<file path="src/rtl/cic_pkg.sv">
`default_nettype none
// ============================================================================
//  Module      : cic_pkg
//  Description : Shared definitions for the CIC readout controller: the
//                controller state encoding, the sample sequence number
//                width, the default data width and a counter-width helper.
//  Revision    : 1.0  initial release
// ============================================================================
package cic_pkg;

   // Controller states; encoding is fixed so that a status readout can
   // report the raw state value.
   typedef enum logic [1:0] {
      ST_IDLE   = 2'd0,
      ST_FLUSH  = 2'd1,
      ST_SETTLE = 2'd2,
      ST_RUN    = 2'd3
   } cic_state_t;

   localparam int SEQ_WIDTH          = 8;
   localparam int DEFAULT_DATA_WIDTH = 16;

   localparam logic [SEQ_WIDTH-1:0] SEQ_ONE = SEQ_WIDTH'(1);

   // Bits needed to hold the value max_val (never less than one bit).
   function automatic int cnt_width(input int max_val);
      return (max_val < 1) ? 1 : $clog2(max_val + 1);
   endfunction

endpackage
`default_nettype wire

</file>
<file path="src/rtl/cic_strobe_edge.sv">
`default_nettype none
// ============================================================================
//  Module      : cic_strobe_edge
//  Description : Rising-edge detector for the CIC output strobe. One history
//                register; rise is high in the cycle where strobe is 1 and
//                the previous sample was 0. clr empties the history so the
//                first high sample after a clear counts as an edge.
//  Ports       : clk, rst (sync, active high), clr (sync history clear),
//                strobe (level input), rise (combinational edge flag)
//  Revision    : 1.0  initial release
// ============================================================================
module cic_strobe_edge (
   input  logic clk,
   input  logic rst,
   input  logic clr,
   input  logic strobe,
   output logic rise
);

   logic strobe_q;

   always_ff @(posedge clk) begin
      if (rst || clr) begin
         strobe_q <= 1'b0;
      end else begin
         strobe_q <= strobe;
      end
   end

   assign rise = strobe & ~strobe_q;

endmodule
`default_nettype wire

</file>
<file path="src/rtl/cic_readout_ctrl.sv">
`default_nettype none
// ============================================================================
//  Module      : cic_readout_ctrl
//  Description : Run controller for the pruned CIC decimator. Holds the CIC
//                in reset for a flush period after start, discards the first
//                SETTLE_SAMPLES decimated outputs, then captures each output
//                on the rising edge of the CIC strobe and offers it through a
//                valid/ready handshake with a sticky overrun flag.
//  Ports       : i_clk, i_rst (sync, active high), i_start, i_stop,
//                o_cic_en, o_cic_rst, i_cic_clk, i_cic_data,
//                o_data, o_valid, i_ready, o_busy, o_overrun,
//                o_seq (only with CIC_CTRL_SEQ_EN)
//  Option      : CIC_CTRL_SEQ_EN adds an 8-bit per-sample sequence number
//                o_seq, registered together with o_data.
//  Revision    : 1.0  initial release
// ============================================================================
module cic_readout_ctrl
   import cic_pkg::*;
#(
   parameter int DATA_WIDTH     = DEFAULT_DATA_WIDTH,
   parameter int SETTLE_SAMPLES = 3,
   parameter int FLUSH_CYCLES   = 2
) (
   input  logic                  i_clk,
   input  logic                  i_rst,
   input  logic                  i_start,
   input  logic                  i_stop,
   output logic                  o_cic_en,
   output logic                  o_cic_rst,
   input  logic                  i_cic_clk,
   input  logic [DATA_WIDTH-1:0] i_cic_data,
   output logic [DATA_WIDTH-1:0] o_data,
   output logic                  o_valid,
   input  logic                  i_ready,
   output logic                  o_busy,
`ifdef CIC_CTRL_SEQ_EN
   output logic [SEQ_WIDTH-1:0]  o_seq,
`endif
   output logic                  o_overrun
);

   localparam int FCW = cnt_width(FLUSH_CYCLES);
   localparam int SCW = cnt_width(SETTLE_SAMPLES);

   cic_state_t     state;
   logic [FCW-1:0] flush_cnt;
   logic [SCW-1:0] settle_cnt;
   logic           rise;
   logic           flush_done;
   logic           start_ok;
   logic           capture;

   assign flush_done = (state == ST_FLUSH) && (flush_cnt == '0);
   // Stop wins over start when both arrive in the same cycle.
   assign start_ok   = (state == ST_IDLE) && i_start && !i_stop;
   // An edge coinciding with a stop request is dropped.
   assign capture    = (state == ST_RUN) && rise && !i_stop;

   // History is emptied on leaving FLUSH so the first strobe after the CIC
   // comes out of reset is always seen as an edge.
   cic_strobe_edge u_strobe_edge (
      .clk    (i_clk),
      .rst    (i_rst),
      .clr    (flush_done),
      .strobe (i_cic_clk),
      .rise   (rise)
   );

   always_ff @(posedge i_clk) begin
      if (i_rst) begin
         state      <= ST_IDLE;
         flush_cnt  <= '0;
         settle_cnt <= '0;
         o_cic_en   <= 1'b0;
         o_cic_rst  <= 1'b1;
         o_busy     <= 1'b0;
         o_data     <= '0;
         o_valid    <= 1'b0;
         o_overrun  <= 1'b0;
      end else begin
         // Output holding register. A capture during a transfer simply
         // replaces the word; only a capture over an unaccepted word is an
         // overrun.
         if (capture) begin
            o_data  <= i_cic_data;
            o_valid <= 1'b1;
            if (o_valid && !i_ready) begin
               o_overrun <= 1'b1;
            end
         end else if (o_valid && i_ready) begin
            o_valid <= 1'b0;
         end

         if (i_stop && (state != ST_IDLE)) begin
            // Pending o_valid word is deliberately left in place.
            state      <= ST_IDLE;
            flush_cnt  <= '0;
            settle_cnt <= '0;
            o_cic_en   <= 1'b0;
            o_cic_rst  <= 1'b1;
            o_busy     <= 1'b0;
         end else begin
            case (state)
               ST_IDLE: begin
                  if (start_ok) begin
                     state     <= ST_FLUSH;
                     flush_cnt <= FCW'(FLUSH_CYCLES - 1);
                     o_busy    <= 1'b1;
                     o_valid   <= 1'b0;
                     o_overrun <= 1'b0;
                  end
               end
               ST_FLUSH: begin
                  if (flush_done) begin
                     state      <= (SETTLE_SAMPLES == 0) ? ST_RUN : ST_SETTLE;
                     settle_cnt <= SCW'(SETTLE_SAMPLES);
                     o_cic_rst  <= 1'b0;
                     o_cic_en   <= 1'b1;
                  end else begin
                     flush_cnt <= flush_cnt - FCW'(1);
                  end
               end
               ST_SETTLE: begin
                  if (rise) begin
                     if (settle_cnt == SCW'(1)) begin
                        state      <= ST_RUN;
                        settle_cnt <= '0;
                     end else begin
                        settle_cnt <= settle_cnt - SCW'(1);
                     end
                  end
               end
               ST_RUN: begin
                  state <= ST_RUN;
               end
               default: begin
                  state <= ST_IDLE;
               end
            endcase
         end
      end
   end

`ifdef CIC_CTRL_SEQ_EN
   // Every capture consumes a number, including ones that overwrite an
   // unread word, so gaps downstream expose overruns.
   logic [SEQ_WIDTH-1:0] seq_cnt;

   always_ff @(posedge i_clk) begin
      if (i_rst || start_ok) begin
         seq_cnt <= '0;
         o_seq   <= '0;
      end else if (capture) begin
         o_seq   <= seq_cnt;
         seq_cnt <= seq_cnt + SEQ_ONE;
      end
   end
`endif

endmodule
`default_nettype wire

</file>
<file path="config.mk">
export PLATFORM = sky130hd
export DESIGN_NAME = cic_readout_ctrl
export DESIGN_NICKNAME = d
export VERILOG_FILES = /design/src/rtl/cic_pkg.sv /design/src/rtl/cic_strobe_edge.sv /design/src/rtl/cic_readout_ctrl.sv
export SDC_FILE = /design/constraint.sdc
export NUM_CORES = 1
export LEC_CHECK = 0
export ABC_CLOCK_PERIOD_IN_PS = 1630
export CAP_MARGIN = 20
export CORE_MARGIN = 2
export CORE_UTILIZATION = 44
export DETAILED_ROUTE_END_ITERATION = 8
export PLACE_DENSITY = 0.87
export SKIP_LAST_GASP = 1
export SYNTH_ARGS = -nofsm -noshare
export SYNTH_HDL_FRONTEND = slang
export SYNTH_SLANG_ARGS = --single-unit
</file>
<file path="constraint.sdc">
create_clock -name i_clk -period 1.63 [get_ports i_clk]
set_input_delay 0.489 -clock i_clk [delete_from_list [all_inputs] [get_ports i_clk]]
set_output_delay 0.489 -clock i_clk [all_outputs]
set_load 0.005 [all_outputs]
</file>
[After elaboration in Yosys (flattened, before gate mapping)]
Cells that the tools add are included.
Word-level totals
  bits in registers: 28
  output and inout port bits: 21
  logic and storage cells: 66
  input bits: 22
Cells by class
  equality and inequality tests: 9
  reductions and logical operators: 22
  bitwise operators: 2
  add/subtract/negate cells: 2
  mux-type cells: 21
Operators with widths (number)
  2-bit two-way mux: 8
  1-bit two-way mux: 10
  1-bit logical AND: 8
  2-bit inequality test (second input constant): 4
  2-bit one-hot mux with 2 select lines: 2
  2-bit one-hot mux with 4 select lines: 1
  3-bit AND reduction: 2
  2-bit nonzero test: 3
  2-bit by 1-bit equality test with 1-bit output (second input constant): 2
  2-bit equality test (second input constant): 2
  2-bit zero test: 2
  2-bit AND reduction: 2
  4-bit AND reduction: 1
  2-bit by 1-bit subtractor with 2-bit output (second input constant): 2
  1-bit zero test: 2
  2-bit by 1-bit inequality test with 1-bit output (second input constant): 1
  2-bit OR reduction: 1
  1-bit bitwise AND: 1
  1-bit logical OR: 1
  1-bit NOT: 1

[Longest topological paths before layout]
Gate-level depths: netlist of run 1.
  depth in word-level cells: 8
  mapped depth: 5

[Cells and area by module]
Synthesis of run 1 repeated with hierarchy kept, for this count alone.
Unflattened totals
  cell total of the unflattened synthesis: 123
  area total of the unflattened synthesis: 1188.6 um^2
Modules (own cells, without submodules)
  cic_readout_ctrl: instances 1, area each 1149.9 um^2, cells an instance 120, sequential area each 540.5 um^2
  cic_strobe_edge: instances 1, area each 38.8 um^2, cells an instance 3, sequential area each 20.0 um^2

[Least setup slack after synthesis of run 1]
OpenSTA, ideal clock, no wires.
  kind: input to register
  from: input port i_cic_clk
  to: register o_valid
  stages: 5
  path slack: 0.246 ns
  arrival: 1.270 ns
  required time: 1.515 ns
  buffers on the path: 2
  path through: and3b_1 and3_4 buf_6 buf_12 o21a_1
Between the ends
  cells in the longest elaborated chain, start to end: 7
RTL lines
  start: declaration: RTL line cic_readout_ctrl.sv:30  | input logic i_cic_clk,
  1-bit bitwise AND *: RTL line cic_strobe_edge.sv:30  | assign rise = strobe & ~strobe_q;
  1-bit logical AND * (2 in series): RTL line cic_readout_ctrl.sv:57  | assign capture = (state == ST_RUN) && rise && !i_stop;
  1-bit two-way mux *: RTL line cic_readout_ctrl.sv:84  | if (capture) begin
  1-bit two-way mux: RTL line cic_readout_ctrl.sv:105  | if (start_ok) begin
  1-bit two-way mux: RTL line cic_readout_ctrl.sv:103  | case (state)
  1-bit two-way mux *: RTL line cic_readout_ctrl.sv:94  | if (i_stop && (state != ST_IDLE)) begin
  end signal: assignment: RTL line cic_readout_ctrl.sv:86  | o_valid <= 1'b1;
  end signal: assignment: RTL line cic_readout_ctrl.sv:91  | o_valid <= 1'b0;
  end signal: assignment: RTL line cic_readout_ctrl.sv:109  | o_valid <= 1'b0;
  end: declaration: RTL line cic_readout_ctrl.sv:33  | output logic o_valid,
Every way passes the cells marked *; elsewhere a longest branch is shown, timed or not.
A chain may end at the register's enable or synchronous reset.

[Worst setup path in the final report of run 1]
  from: input port i_cic_clk
  to: register o_data[7]
Between the ends
  cells in the longest elaborated chain, start to end: 3
RTL lines
  1-bit bitwise AND: RTL line cic_strobe_edge.sv:30
  1-bit logical AND (2 in series): RTL line cic_readout_ctrl.sv:57
  end signal: assignment: RTL line cic_readout_ctrl.sv:85  | o_data <= i_cic_data;
  end: declaration: RTL line cic_readout_ctrl.sv:32  | output logic [DATA_WIDTH-1:0] o_data,
No other way between the ends.

==> results.md, run 1 <==
- Antenna cells: 0
- Number of global-route vias before repair: 1056
- Period Utilization, post-route: 94.9%
- Minimum clock period: 1550 ps
- Tightest Pin Transition: 355 ps
- Most numerous cell in the Yosys netlist: nand2b_1
- Net Count, Synth: 152
- Largest net degree at the start of global routing: 23
- Pre-antenna DRT Iters: 4
- DRC: 0
- P&R area growth vs syn: 40.8%
- Layout cells sized above 1: 23.2%
- Startpoint Class: input pin
- Post-DP HPWL: 2050 µm
- Routability Congestion: 0.812
- Die extent in y: 57.9 µm
- Adder and majority cell fraction of the synthesized area: 1.96%
- Global-route wire length before repair: 4750 µm
- Leading post-synthesis cells by cell area: dfxtp_1, nand2b_1, mux2i_1
- DRT antenna net count: 0
- Pins Over Slew Limit: 0
- Worst hold path class: flip-flop to flip-flop
- Clock insertion delay at the later pin of the skew report: 320 ps
- Post-Route WL: 2840 µm
- Combinational family with the most area after synthesis: simple AND/OR/NAND/NOR gates
- Synth Area in Compound Gates: 9.78%
- Post-Synth Simple-Gate Area: 26.0%
- Core region area: 2760 µm²
- Clock sinks: 28
- Grt ovf: 0
- TNS Setup: 0 ps
- Multiplexer area fraction after synthesis: 12.5%
- Vias/cell: 5.11
- Synth warn: 0
- Io pins: 43
- Port bufs: 42
- Max Cap Violations: 0
- CP Class: input pin to flip-flop
- Synth cell types: 27
- Seq/Total Area, Yosys: 43.8%
- Overall power: 0.00121 W
- Post-Synth XOR/XNOR Area: 0%
- Most used DFF post-synth: dfxtp_1
- Antenna violations before repair: 0
- H-tree Lvls: 1
- Worst-path clk slew: 140 ps
- DR WL/cell: 13.7 µm
- Max clock buf depth: 2
- CTS Buf Count: 3
- GRT Total Usage: 18.2%
- Cell taking the most area after synthesis: dfxtp_1
- Layout net count: 202
- Mean Syn Cell Area: 9.99 µm²
- Initial Util: 46.4%
- Final setup viols: 0
- Peak supply drop: 0.000488 V
- Die width: 57.9 µm
- Area of the mapped netlist: 1280 µm²
- RSZ-0062 raised after global routing: no
- Post-synth top area share: 43.8%
- Lkg Pwr: 0.771 nW
- Cells after Synth: 128
- Crit-path cells: clkdlybuf4s50_1 > and3b_1 > and3_4 > mux2i_1
- Clock root buffer: clkbuf_4
- Crit-path max FO: 17
- Status: completed
- Pwr Density: 670 nW/µm²
- Hold_ws: 452 ps
- Post-synth EDFFs: 0
- Required @ worst endpoint: 1880 ps
- FP Rows: 19
- Die area: 3350 µm²
- Relative slew slack: 76.3%
- CP endpoint kind: flip-flop
- Fin. Hold Viols: 0
- FF+latch count, synth: 28
- Slowest stage cell, crit path: clkdlybuf4s50_1
- Via count: 1063
- Setup Skew: 5.48 ps
- Worst endpoint data arrival time: 1800 ps
- Crit-path max cell delay: 500 ps
- DRT iter0 DRCs: 31
- Synth top cells by count: nand2b_1, dfxtp_1, mux2i_1
- Fmax: 646 MHz
- CTS tree: yes
- Fraction of registers with async set or reset after synthesis: 0%
## power breakdown
group          leakage, nW  switching (W)  internal, W
clock network       0.0210       0.000197     0.000137
registers            0.236      0.0000107     0.000699
logic                0.514      0.0000614     0.000102
## state kept, by name (all words and copies together) (netlist names)
signal,cells
o_valid,1
flush_cnt,2
settle_cnt,2
u_strobe_edge.strobe_q,1
o_overrun,1
o_data,16
state,2
o_cic_en,1
o_cic_rst,1
o_busy,1
## layer usage
metal  up-vias  track usage [%]  wire length, µm
met1       504             20.5             1200
met5         -                0                0
li1        530                -                -
met2        27             34.6             1510
met3         2             2.68              116
met4         0             6.31               17
## cells by family after synthesis
group,after synthesis
flops,28
fa+ha+maj,2
mux,16
compound gates,15
simple gates,54
buf+inv,13
## layout make-up
type                            count  area [µm²]
Fill cell                         231         957
Multi-Input combinational cell     87         643
Sequential cell                    28         587
Timing Repair Buffer               53         477
Tap cell                           31        38.8
Clock buffer                        4        36.3
Inverter                            5        18.8
## cell usage in the layout, fill, tap and decap left out, types with 2 or more instances in the layout
master,netlist,routed
inv_1,5,5
nor3b_1,2,2
ha_1,2,2
nor2_1,4,4
dfxtp_1,28,7
o21a_1,4,4
a21oi_1,3,3
o221a_2,3,3
dfxtp_2,0,21
mux2i_1,16,16
clkdlybuf4s50_1,0,21
nand2b_1,35,35
buf_4,0,11
nor3_1,3,3
clkbuf_4,0,3
nand2_1,4,4
dlygate4sd2_1,0,21
## final timing paths
| check | startpoint | to | slack (ps) | cells after the start |
|---|---|---|---|---|
| setup / recovery | i_cic_clk | o_data[7] | 80 | 4 |
| hold / removal | o_cic_rst | o_cic_rst | 450 | 2 |
| setup reg to reg | flush_cnt[0] | state[0] | 270 | 5 |
| hold reg to reg | o_cic_rst | o_cic_rst | 450 | 2 |
## worst max-delay path, delay by kind of cell
kind | cells | cell delay [ps]
buffers and inverters | 1 | 500
multiplexers | 1 | 230
AND/OR/NAND/NOR | 2 | 570
## through the flow
step / cell area, µm² / cells / utilization [%] / setup slack, ps
after global routing: 1800 / 208 / 65.3 / 20.4
after detailed placement: 1730 / 200 / 62.9 / -260
after CTS: 1800 / 208 / 65.3 / 86.2
after floorplan: 1280 / 128 / - / 246
after global placement: 1730 / 200 / 62.9 / -203
final: 1800 / 208 / 65.3 / 82.8
## timing repair
| action | in CTS | in global routing |
|---|---|---|
| resized for setup | 42 | 0 |
| hold buffers | 0 | 0 |
| setup endpoints to repair | 21 | 0 |
| buffers inserted | 4 | 0 |
Power figures use the tool's default switching activity.
==> run 2: changes to the inputs <==
--- a/config.mk
+++ b/config.mk
@@ -11,7 +11,6 @@
 export CORE_UTILIZATION = 44
 export DETAILED_ROUTE_END_ITERATION = 8
 export PLACE_DENSITY = 0.87
-export SKIP_LAST_GASP = 1
 export SYNTH_ARGS = -nofsm -noshare
 export SYNTH_HDL_FRONTEND = slang
 export SYNTH_SLANG_ARGS = --single-unit
==> results of run 2 <==
No change in the layout: final DEF, timing and power equal those of run 1.
==> run 3: changes to the inputs <==
--- a/config.mk
+++ b/config.mk
@@ -6,11 +6,12 @@
 export NUM_CORES = 1
 export LEC_CHECK = 0
 export ABC_CLOCK_PERIOD_IN_PS = 1630
-export CAP_MARGIN = 20
+export CORE_ASPECT_RATIO = 1.1
 export CORE_MARGIN = 2
 export CORE_UTILIZATION = 44
 export DETAILED_ROUTE_END_ITERATION = 8
 export PLACE_DENSITY = 0.87
+export SKIP_LAST_GASP = 1
 export SYNTH_ARGS = -nofsm -noshare
 export SYNTH_HDL_FRONTEND = slang
 export SYNTH_SLANG_ARGS = --single-unit
==> results.md, run 3 (synthesis results as in run 1) <==
- Status: completed (unchanged)
- Slowest stage cell, crit path: clkdlybuf4s50_1 (unchanged)
- Met3 WL: 140 µm (was 116 µm)
- Post-Route WL: 3060 µm (was 2840 µm)
- DR WL/cell: 14.4 µm (was 13.7 µm)
- Pwr Density: 713 nW/µm² (was 670 nW/µm²)
- Port bufs: 42 (unchanged)
- Reg2Reg Launch Point: flush_cnt[0] (unchanged)
- Peak supply drop: 0.000653 V (was 0.000488 V)
- Io pins: 43 (unchanged)
- Largest net degree at the start of global routing: 21 (was 23)
- Startpoint Class: input pin (unchanged)
- Layout net count: 204 (was 202)
- Vias/cell: 5.11 (about the same)
- Lkg Pwr: 0.795 nW (was 0.771 nW)
- Worst path bufs/invs: 2 (was 1)
- Fin. Hold Viols: 0 (unchanged)
- FP Rows: 20 (was 19)
- Final setup viols: 0 (unchanged)
- Non-Filler Instances: 212 (was 208)
- Setup Skew: 0.805 ps (was 5.48 ps)
- Die extent in y: 60.5 µm (was 57.9 µm)
- Pre-antenna DRT Iters: 5 (was 4)
- CP Class: input pin to flip-flop (unchanged)
- Worst-path clk slew: 150 ps (was 140 ps)
- Number of global-route vias before repair: 1113 (was 1056)
- Relative slew slack: 75.6% (was 76.3%)
- Delay-heaviest family, CP: buffers and inverters (was simple AND/OR/NAND/NOR gates)
- Pre-CTS setup slack: -215 ps (was -260 ps)
- RSZ-0062 raised after global routing: no (unchanged)
- DRT antenna net count: 0 (unchanged)
- Initial Util: 46.0% (was 46.4%)
- Worst hold path class: flip-flop to flip-flop (unchanged)
- Biggest register: o_data (unchanged)
- Tightest Pin Transition: 366 ps (was 355 ps)
- Max Cap Violations: 0 (unchanged)
- Die width: 55.4 µm (was 57.9 µm)
- Hold EP: o_cic_rst (unchanged)
- Overall power: 0.00132 W (was 0.00121 W)
- Core region area: 2780 µm² (was 2760 µm²)
- Reg2reg setup slack: 260 ps (was 270 ps)
- Die area: 3350 µm² (about the same)
- CP endpoint kind: flip-flop (unchanged)
- DRC: 0 (unchanged)
- Crit-path cells: clkdlybuf4s50_1 > and3b_1 > buf_4 > a222oi_1 > nor3_1 (was clkdlybuf4s50_1 > and3b_1 > and3_4 > mux2i_1)
- Worst r2r path cells: 5 (unchanged)
- Pins Over Slew Limit: 0 (unchanged)
- Fmax: 642 MHz (was 646 MHz)
- Via count: 1084 (was 1063)
- GRT Total Usage: 19.6% (was 18.2%)
- Antenna cells: 0 (unchanged)
- Most frequent cells in the layout: nand2b_1, clkdlybuf4s50_1, dfxtp_2, dlygate4sd2_1, mux2i_1 (unchanged)
- Global-route wire length before repair: 5150 µm (was 4750 µm)
- Filler cells: 221 (was 231)
- CTS Buf Count: 3 (unchanged)
- Clock insertion delay at the later pin of the skew report: 320 ps (about the same)
- Grt ovf: 0 (unchanged)
- H-tree Lvls: 1 (unchanged)
- P&R area growth vs syn: 45.4% (was 40.8%)
- Met1 WL: 1230 µm (was 1200 µm)
- Clock sinks: 28 (unchanged)
- Hold path cells: 2 (unchanged)
- Largest register FFs: 16 (unchanged)
- Minimum clock period: 1560 ps (was 1550 ps)
- Crit-path max FO: 3 (was 17)
- WP depth: 5 (was 4)
- Setup WS post-layout: 72.6 ps (was 82.8 ps)
- Crit-path max cell delay: 460 ps (was 500 ps)
- Reg2reg end: flush_cnt[0] (was state[0])
- Worst endpoint data arrival time: 1780 ps (was 1800 ps)
- Routed met2 length: 1670 µm (was 1510 µm)
- DP Cell Count: 203 (was 200)
- Clock root buffer: clkbuf_4 (unchanged)
- Max clock buf depth: 2 (unchanged)
- Period Utilization, post-route: 95.5% (was 94.9%)
- DRT iter0 DRCs: 26 (was 31)
- Routability Congestion: 0.753 (was 0.812)
- CTS tree: yes (unchanged)
- Antenna violations before repair: 0 (unchanged)
- Hold_buf cts: 0 (unchanged)
- Most common cell after layout, fill and taps aside: nand2b_1 (unchanged)
- Post-DP HPWL: 2220 µm (was 2050 µm)
- Required @ worst endpoint: 1850 ps (was 1880 ps)
- Hold path startpoint: o_cic_rst (unchanged)
- Layout cells sized above 1: 24.0% (was 23.2%)
- DR top layer: met4 (unchanged)
## run 3: changes by cell type in the layout (fill, tap and decap cells not counted), sizes merged
cell,change
clkbuf,-1
bufinv,+1
buf,+2
## run 3: worst reg2reg max path: stages, from the launching register on
cell and delay (ps):
dfxtp_1 390, inv_1 70, ha_1 280, nor3b_1 200, a21oi_1 70, o221a_2 270
## run 3: power by group
part / internal, W / switching, W
registers: 0.000699 / 0.0000115
clock network: 0.000249 / 0.000202
logic: 0.000100 / 0.0000641
## run 3: stage by stage
step | TNS [ps] | cell area, µm² | hold slack, ps | utilization (%)
floorplan | 0 | 1280 | 439 | -
CTS | 0 | 1860 | 461 | 66.9
detailed placement | -3470 | 1770 | 450 | 63.7
global placement | -2300 | 1770 | 429 | 63.7
finish | 0 | 1860 | 459 | 66.9
global route | 0 | 1860 | 491 | 66.9
## run 3: worst max-delay path by stage
stage                      end      start  slack [ps]
floorplan              o_valid  i_cic_clk         250
global placement    o_data[14]  i_cic_clk        -140
detailed placement  o_data[11]  i_cic_clk        -210
CTS                   state[0]  i_cic_clk          70
global route          state[0]  i_cic_clk          10
finish                state[0]  i_cic_clk          70
## run 3: what timing repair did
item                       4_1_cts  5_1_grt
setup endpoints to repair       21        0
setup buffers                    5        0
resized for setup               42        0
## run 3: cell type report
cell class | instances | area [µm²] | share of cell area, %
multi-input combinational | 87 | 643 | 34.6
clock inverter | 1 | 30.0 | 1.62
clock buffer | 3 | 22.5 | 1.21
tap | 33 | 41.3 | 2.22
sequential | 28 | 587 | 31.6
timing repair buffer | 55 | 517 | 27.8
inverter | 5 | 18.8 | 1.01
## run 3: per-layer routing
layer  vias to the layer above  track usage (%)
met1                       511             22.7
met5                         -                0
met2                        35             37.2
li1                        536                -
met3                         2             3.62
met4                         0             6.27
==> RTL change 1, RTL diff (config.mk and constraints of run 1) <==
Add a define of `CIC_CTRL_SEQ_EN`.
--- a/src/rtl/cic_readout_ctrl.sv
+++ b/src/rtl/cic_readout_ctrl.sv
@@ -15,4 +15,6 @@
 //  Revision    : 1.0  initial release
 // ============================================================================
+`define CIC_CTRL_SEQ_EN
+
 module cic_readout_ctrl
    import cic_pkg::*;
Formal check against the unedited RTL (old outputs only; new: o_seq): equivalent (equiv_simple and equiv_induct, registers matched by name and starting in step).
==> RTL change 1 against run 1 <==
- sequential cell count rose by 16
- design area rose by 51%
- largest power group unchanged
- area after synthesis rose by 55%
- die area rose by 51%
- routed wire length rose by 65%
- largest cell class unchanged
- register-to-register slack got worse by 150 ps
- total power rose by 67%
- worst setup slack got worse by 52 ps
==> RTL change 1: results (changes against run 1) <==
Yosys warns - 0 (unchanged)
First-pass GRT wire length - 7665 um (was 4747 um)
H-tree Lvls - 2 (was 1)
Hold_sp - o_cic_rst$_SDFFE_PP1P_ (unchanged)
Root Driver - clkbuf_8 (was clkbuf_4)
CP arrival - 1780 ps (was 1800 ps)
Hold slack - 464.9 ps (was 452.1 ps)
Setup TNS Final - 0 ps (unchanged)
Hold Path Depth - 2 (unchanged)
Clock-pin transition on the worst setup and hold timing paths - 70 ps (was 140 ps)
Routed WL - 4701 um (was 2844 um)
GRT Total Usage - 19.05% (was 18.22%)
Top cells by area, synth - dfxtp_1, o21ai_0, nand3_1 (was dfxtp_1, nand2b_1, mux2i_1)
Top delay family on crit path - buffers and inverters (was simple AND/OR/NAND/NOR gates)
Distinct cells, synth - 37 (was 27)
Num CTS Buffers - 5 (was 3)
Worst r2r src - state[1]$_SDFFE_PP0P_ (was flush_cnt[0]$_SDFFE_PP0P_)
Largest stage delay on the critical path - 500 ps (about the same)
Ant. Diodes - 0 (unchanged)
Vias in the first global route - 1689 (was 1056)
Top Registers - o_data: 16 flops, o_seq: 8 flops, seq_cnt: 8 flops
Clk_lat worst skew - 290 ps (was 320 ps)
Layout cell share with drive strength beyond 1 - 23.16% (about the same)
Peak supply drop - 0.6658 mV (was 0.4881 mV)
Pre-CTS setup slack - -445.3 ps (was -260.3 ps)
Drt initial violations - 115 (was 31)
Synth top cells by count - dfxtp_1, o21ai_0, nand3_1 (was nand2b_1, dfxtp_1, mux2i_1)
Measured slew at the worst slew-check pin - 380.9 ps (was 355.4 ps)
CP max-delay cell - or4b_4 (was clkdlybuf4s50_1)
Via count - 1801 (was 1063)
Nets - 296 (was 202)
Worst flop-to-flop path endpoint - settle_cnt[0]$_SDFFE_PP0P_ (was state[0]$_SDFFE_PP0P_)
Ys async rst share - 0% (unchanged)
Number of port buffers - 50 (was 42)
Leakage - 1.305 nW (was 0.7715 nW)
Status - completed (unchanged)
R2R depth - 4 (was 5)
Antenna violations before repair - 0 (unchanged)
R2R Setup Slk - 120 ps (was 270 ps)
Syn_nets - 240 (was 152)
Worst Hold Endpoint - o_cic_rst$_SDFFE_PP1P_ (unchanged)
Sequential-to-total area share from yosys stat - 44.53% (was 43.84%)
Hold WC Path Type - flop to flop (unchanged)
Synth top area share - 44.53% (was 43.84%)
Pin count of the biggest net entering global routing - 28 (was 23)
Synth Flop Type - dfxtp_1 (unchanged)
Dpl hpwl - 3283 um (was 2053 um)
Largest register FFs - 16 (unchanged)
Gp weighted congestion - 0.8757 (was 0.8122)
Setup Skew - 5.743 ps (was 5.476 ps)
Clock Path Buffers - 2 (unchanged)
Worst Path Max Fanout - 6 (was 17)
First-pass DRT Iterations - 4 (unchanged)
RTL change 1: worst max-delay path by stage:
| stage | from | to | slack (ps) |
|---|---|---|---|
| 2_1_floorplan | i_stop | seq_cnt[0]$_SDFFE_PP0N_ | 180 |
| 3_3_place_gp | i_stop | seq_cnt[7]$_SDFFE_PP0N_ | -380 |
| 3_5_place_dp | i_stop | seq_cnt[7]$_SDFFE_PP0N_ | -450 |
| 4_1_cts | o_data[2]$_SDFFE_PP0N_ | o_data[2] | 0.6 |
| 5_1_grt | i_start | o_seq[0]$_SDFFE_PP0N_ | -7 |
| 6_report | i_start | o_seq[0]$_SDFFE_PP0N_ | 30 |
RTL change 1: timing repair:
| action | in CTS | in global routing |
|---|---|---|
| pin swaps | 1 | 0 |
| gates resized for setup | 23 | 22 |
| cloned | 0 | 0 |
| endpoints found under the setup margin | 39 | 21 |
| buffers inserted | 1 | 0 |
| hold endpoints to repair | 0 | 0 |
RTL change 1: routing by layer:
metal  vias up  global-route usage (%)  wire length (um)
met3         8                   6.268               296
li1        882                       -                 -
met2        70                   30.94              2339
met1       841                   23.69              2011
met4         0                   6.918                53
met5         -                       0                 0
RTL change 1: tightest hold or removal path, cell delays in order (launching register included):
cell and delay, ps:
dfxtp_1 310, inv_1 50, o21bai_1 60
RTL change 1: area by class of cell:
cell class	count	area [um2]
sequential	44	894.6
fill	378	1630
inverter	6	22.52
timing repair buffer	69	685.7
tap	52	65.06
clock inverter	2	10.01
multi-input combinational	145	963.4
clock buffer	6	82.58
RTL change 1: through the flow:
stage	power (mW)	std cells	utilization [%]	area, um2
6_report	2.015	324	62.56	2724
5_1_grt	2.118	324	62.56	2724
4_1_cts	2.046	324	61.44	2675
3_5_place_dp	1.350	315	59.28	2581
3_3_place_gp	1.343	315	59.28	2581
2_1_floorplan	1.245	215	-	1978
RTL change 1: cells by family (layout without fill, tap and decap cells):
| family | Yosys count | after routing | share of synthesized area, % |
|---|---|---|---|
| adder cells (fa/ha/maj) | 3 | 3 | 1.898 |
| flip-flops | 44 | 44 | 44.53 |
| buffers and inverters | 26 | 83 | 7.463 |
| AND/OR/NAND/NOR | 67 | 67 | 23.15 |
| AO/OA/AOI/OAI | 73 | 73 | 21.82 |
| multiplexers | 2 | 2 | 1.138 |
RTL change 1: report_power, final:
part / internal [mW] / switching [mW] / total (mW)
logic: 0.117 / 0.101 / 0.218
clock network: 0.338 / 0.352 / 0.690
registers: 1.09 / 0.0166 / 1.11
==> RTL change 2, RTL diff (flow settings as in run 1) <==
Made on the original files. The 4 states of `cic_state_t` get a one-hot encoding in 4 bits.
--- a/src/rtl/cic_pkg.sv
+++ b/src/rtl/cic_pkg.sv
@@ -11,9 +11,9 @@
    // Controller states; encoding is fixed so that a status readout can
    // report the raw state value.
-   typedef enum logic [1:0] {
-      ST_IDLE   = 2'd0,
-      ST_FLUSH  = 2'd1,
-      ST_SETTLE = 2'd2,
-      ST_RUN    = 2'd3
+   typedef enum logic [3:0] {
+      ST_IDLE   = 4'b0001,
+      ST_FLUSH  = 4'b0010,
+      ST_SETTLE = 4'b0100,
+      ST_RUN    = 4'b1000
    } cic_state_t;
 
Formal check against the unedited RTL: no difference found for any inputs over 10 cycles, from zero or initial values and one cycle with i_rst high; not proved beyond that.
==> RTL change 2 against run 1 <==
- total power rose by 7.7%
- design area rose by 5.8%
- critical path depth did not move
- area after synthesis rose by 4.9%
- via count rose by 23%
- register-to-register slack got worse by 160 ps
- global-route usage rose by 2.5 points
- worst setup slack improved by 29 ps
- sequential cell count rose by 2
- routed wire length rose by 21%
- largest cell class unchanged
- highest routed layer unchanged
==> RTL change 2: results (changes against run 1) <==
Status - completed (unchanged)
Vias in the first global route - 1248 (was 1056)
Antenna violations before repair - 0 (unchanged)
Syn_nets - 168 (was 152)
GRT Total Usage - 20.72% (was 18.22%)
Syn_area_per_cell - 9.314 um2 (was 9.990 um2)
Setup Skew - 15.81 ps (was 5.476 ps)
Number of port buffers - 42 (unchanged)
Met3 GRT Util - 4.585% (was 2.679%)
Pre-CTS setup slack - -458.1 ps (was -260.3 ps)
M1 GR Usage - 23.78% (was 20.47%)
Switch share - 24.79% (was 22.33%)
Top cells by area, synth - dfxtp_1, a21oi_1, nand3_1 (was dfxtp_1, nand2b_1, mux2i_1)
Dpl hpwl - 2454 um (was 2053 um)
Leakage - 0.7992 nW (was 0.7715 nW)
WL/cell - 15.00 um (was 13.67 um)
Largest stage delay on the critical path - 580 ps (was 500 ps)
Ys async rst share - 0% (unchanged)
Sequential-to-total area share from yosys stat - 44.78% (was 43.84%)
Routed wl met3 - 227 um (was 116 um)
Met2 wire len - 1750 um (was 1507 um)
Clock Path Buffers - 2 (unchanged)
Layout cell share with drive strength beyond 1 - 22.96% (was 23.16%)
First-pass GRT wire length - 5533 um (was 4747 um)
CP arrival - 1730 ps (was 1800 ps)
Max-slew headroom - 72.62% (was 76.27%)
Routed WL - 3434 um (was 2844 um)
GR Layer Usage met2 - 36.73% (was 34.58%)
Hold WC Path Type - flop to flop (unchanged)
Top Metal Used - met4 (unchanged)
First-pass DRT Iterations - 5 (was 4)
H-tree Lvls - 2 (was 1)
Placed Area - 1838 um2 (was 1734 um2)
Clk_lat worst skew - 340 ps (was 320 ps)
Yosys warns - 0 (unchanged)
Top delay family on crit path - flip-flops (was simple AND/OR/NAND/NOR gates)
CP max-delay cell - dfxtp_1 (was clkdlybuf4s50_1)
Clock-pin transition on the worst setup and hold timing paths - 100 ps (was 140 ps)
Met1 wire length - 1386 um (was 1203 um)
Gp weighted congestion - 0.8094 (was 0.8122)
Distinct cells, synth - 36 (was 27)
Synth top cells by count - dfxtp_1, a21oi_1, nand3_1 (was nand2b_1, dfxtp_1, mux2i_1)
Worst Path Max Fanout - 16 (was 17)
Via-to-Cell Ratio - 5.725 (was 5.111)
Dpl cells - 222 (was 200)
Drt initial violations - 57 (was 31)
Pin count of the biggest net entering global routing - 19 (was 23)
Peak supply drop - 0.4824 mV (was 0.4881 mV)
Num CTS Buffers - 5 (was 3)
-- RTL change 2: area by class of cell --
cell class                      instances  area (um2)
Clock buffer                            5       37.54
Multi-Input combinational cell         98       666.9
Timing Repair Buffer                   56       511.7
Clock inverter                          2       10.01
Inverter                                5       18.77
Fill cell                             254        1072
Sequential cell                        30       619.3
Tap cell                               33       41.29
-- RTL change 2: timing repair --
action                                  in CTS  in global routing
gates cloned                                 0                  0
endpoints found under the setup margin      39                  7
pin swaps                                    0                  0
setup buffers                                0                  0
gates resized for setup                     41                  4
-- RTL change 2: power by group through the flow --
stage / combinational (mW) / sequential, mW / clock (mW)
final: 0.138 / 0.749 / 0.412
after global routing: 0.149 / 0.750 / 0.447
after CTS: 0.136 / 0.749 / 0.414
after detailed placement: 0.135 / 0.766 / 0
after global placement: 0.131 / 0.765 / 0
after floorplan: 0.0575 / 0.762 / 0
-- RTL change 2: cell families after synthesis --
| group | synth area share, % |
|---|---|
| AOI/OAI and AO/OA | 23.97 |
| buffers and inverters | 6.623 |
| and+or+nand+nor | 22.76 |
| adders and majority gates | 1.865 |
| DFF | 44.78 |
-- RTL change 2: final timing paths --
kind	from	to	slack, ps	cells past startpoint
worst max-delay path	state[3]$_SDFFE_PP0P_	o_data[12]$_SDFFE_PP0N_	110	4
worst min-delay path	o_busy$_SDFFE_PP0P_	o_busy$_SDFFE_PP0P_	480	1
worst max register to register	state[3]$_SDFFE_PP0P_	o_data[12]$_SDFFE_PP0N_	110	4
worst min register to register	o_busy$_SDFFE_PP0P_	o_busy$_SDFFE_PP0P_	480	1
-- RTL change 2: stage by stage --
step / utilization, % / total power [mW]
floorplan: - / 0.8193
global placement: 61.72 / 0.8963
detailed placement: 61.72 / 0.9011
CTS: 63.53 / 1.299
global route: 63.99 / 1.346
finish: 63.99 / 1.299
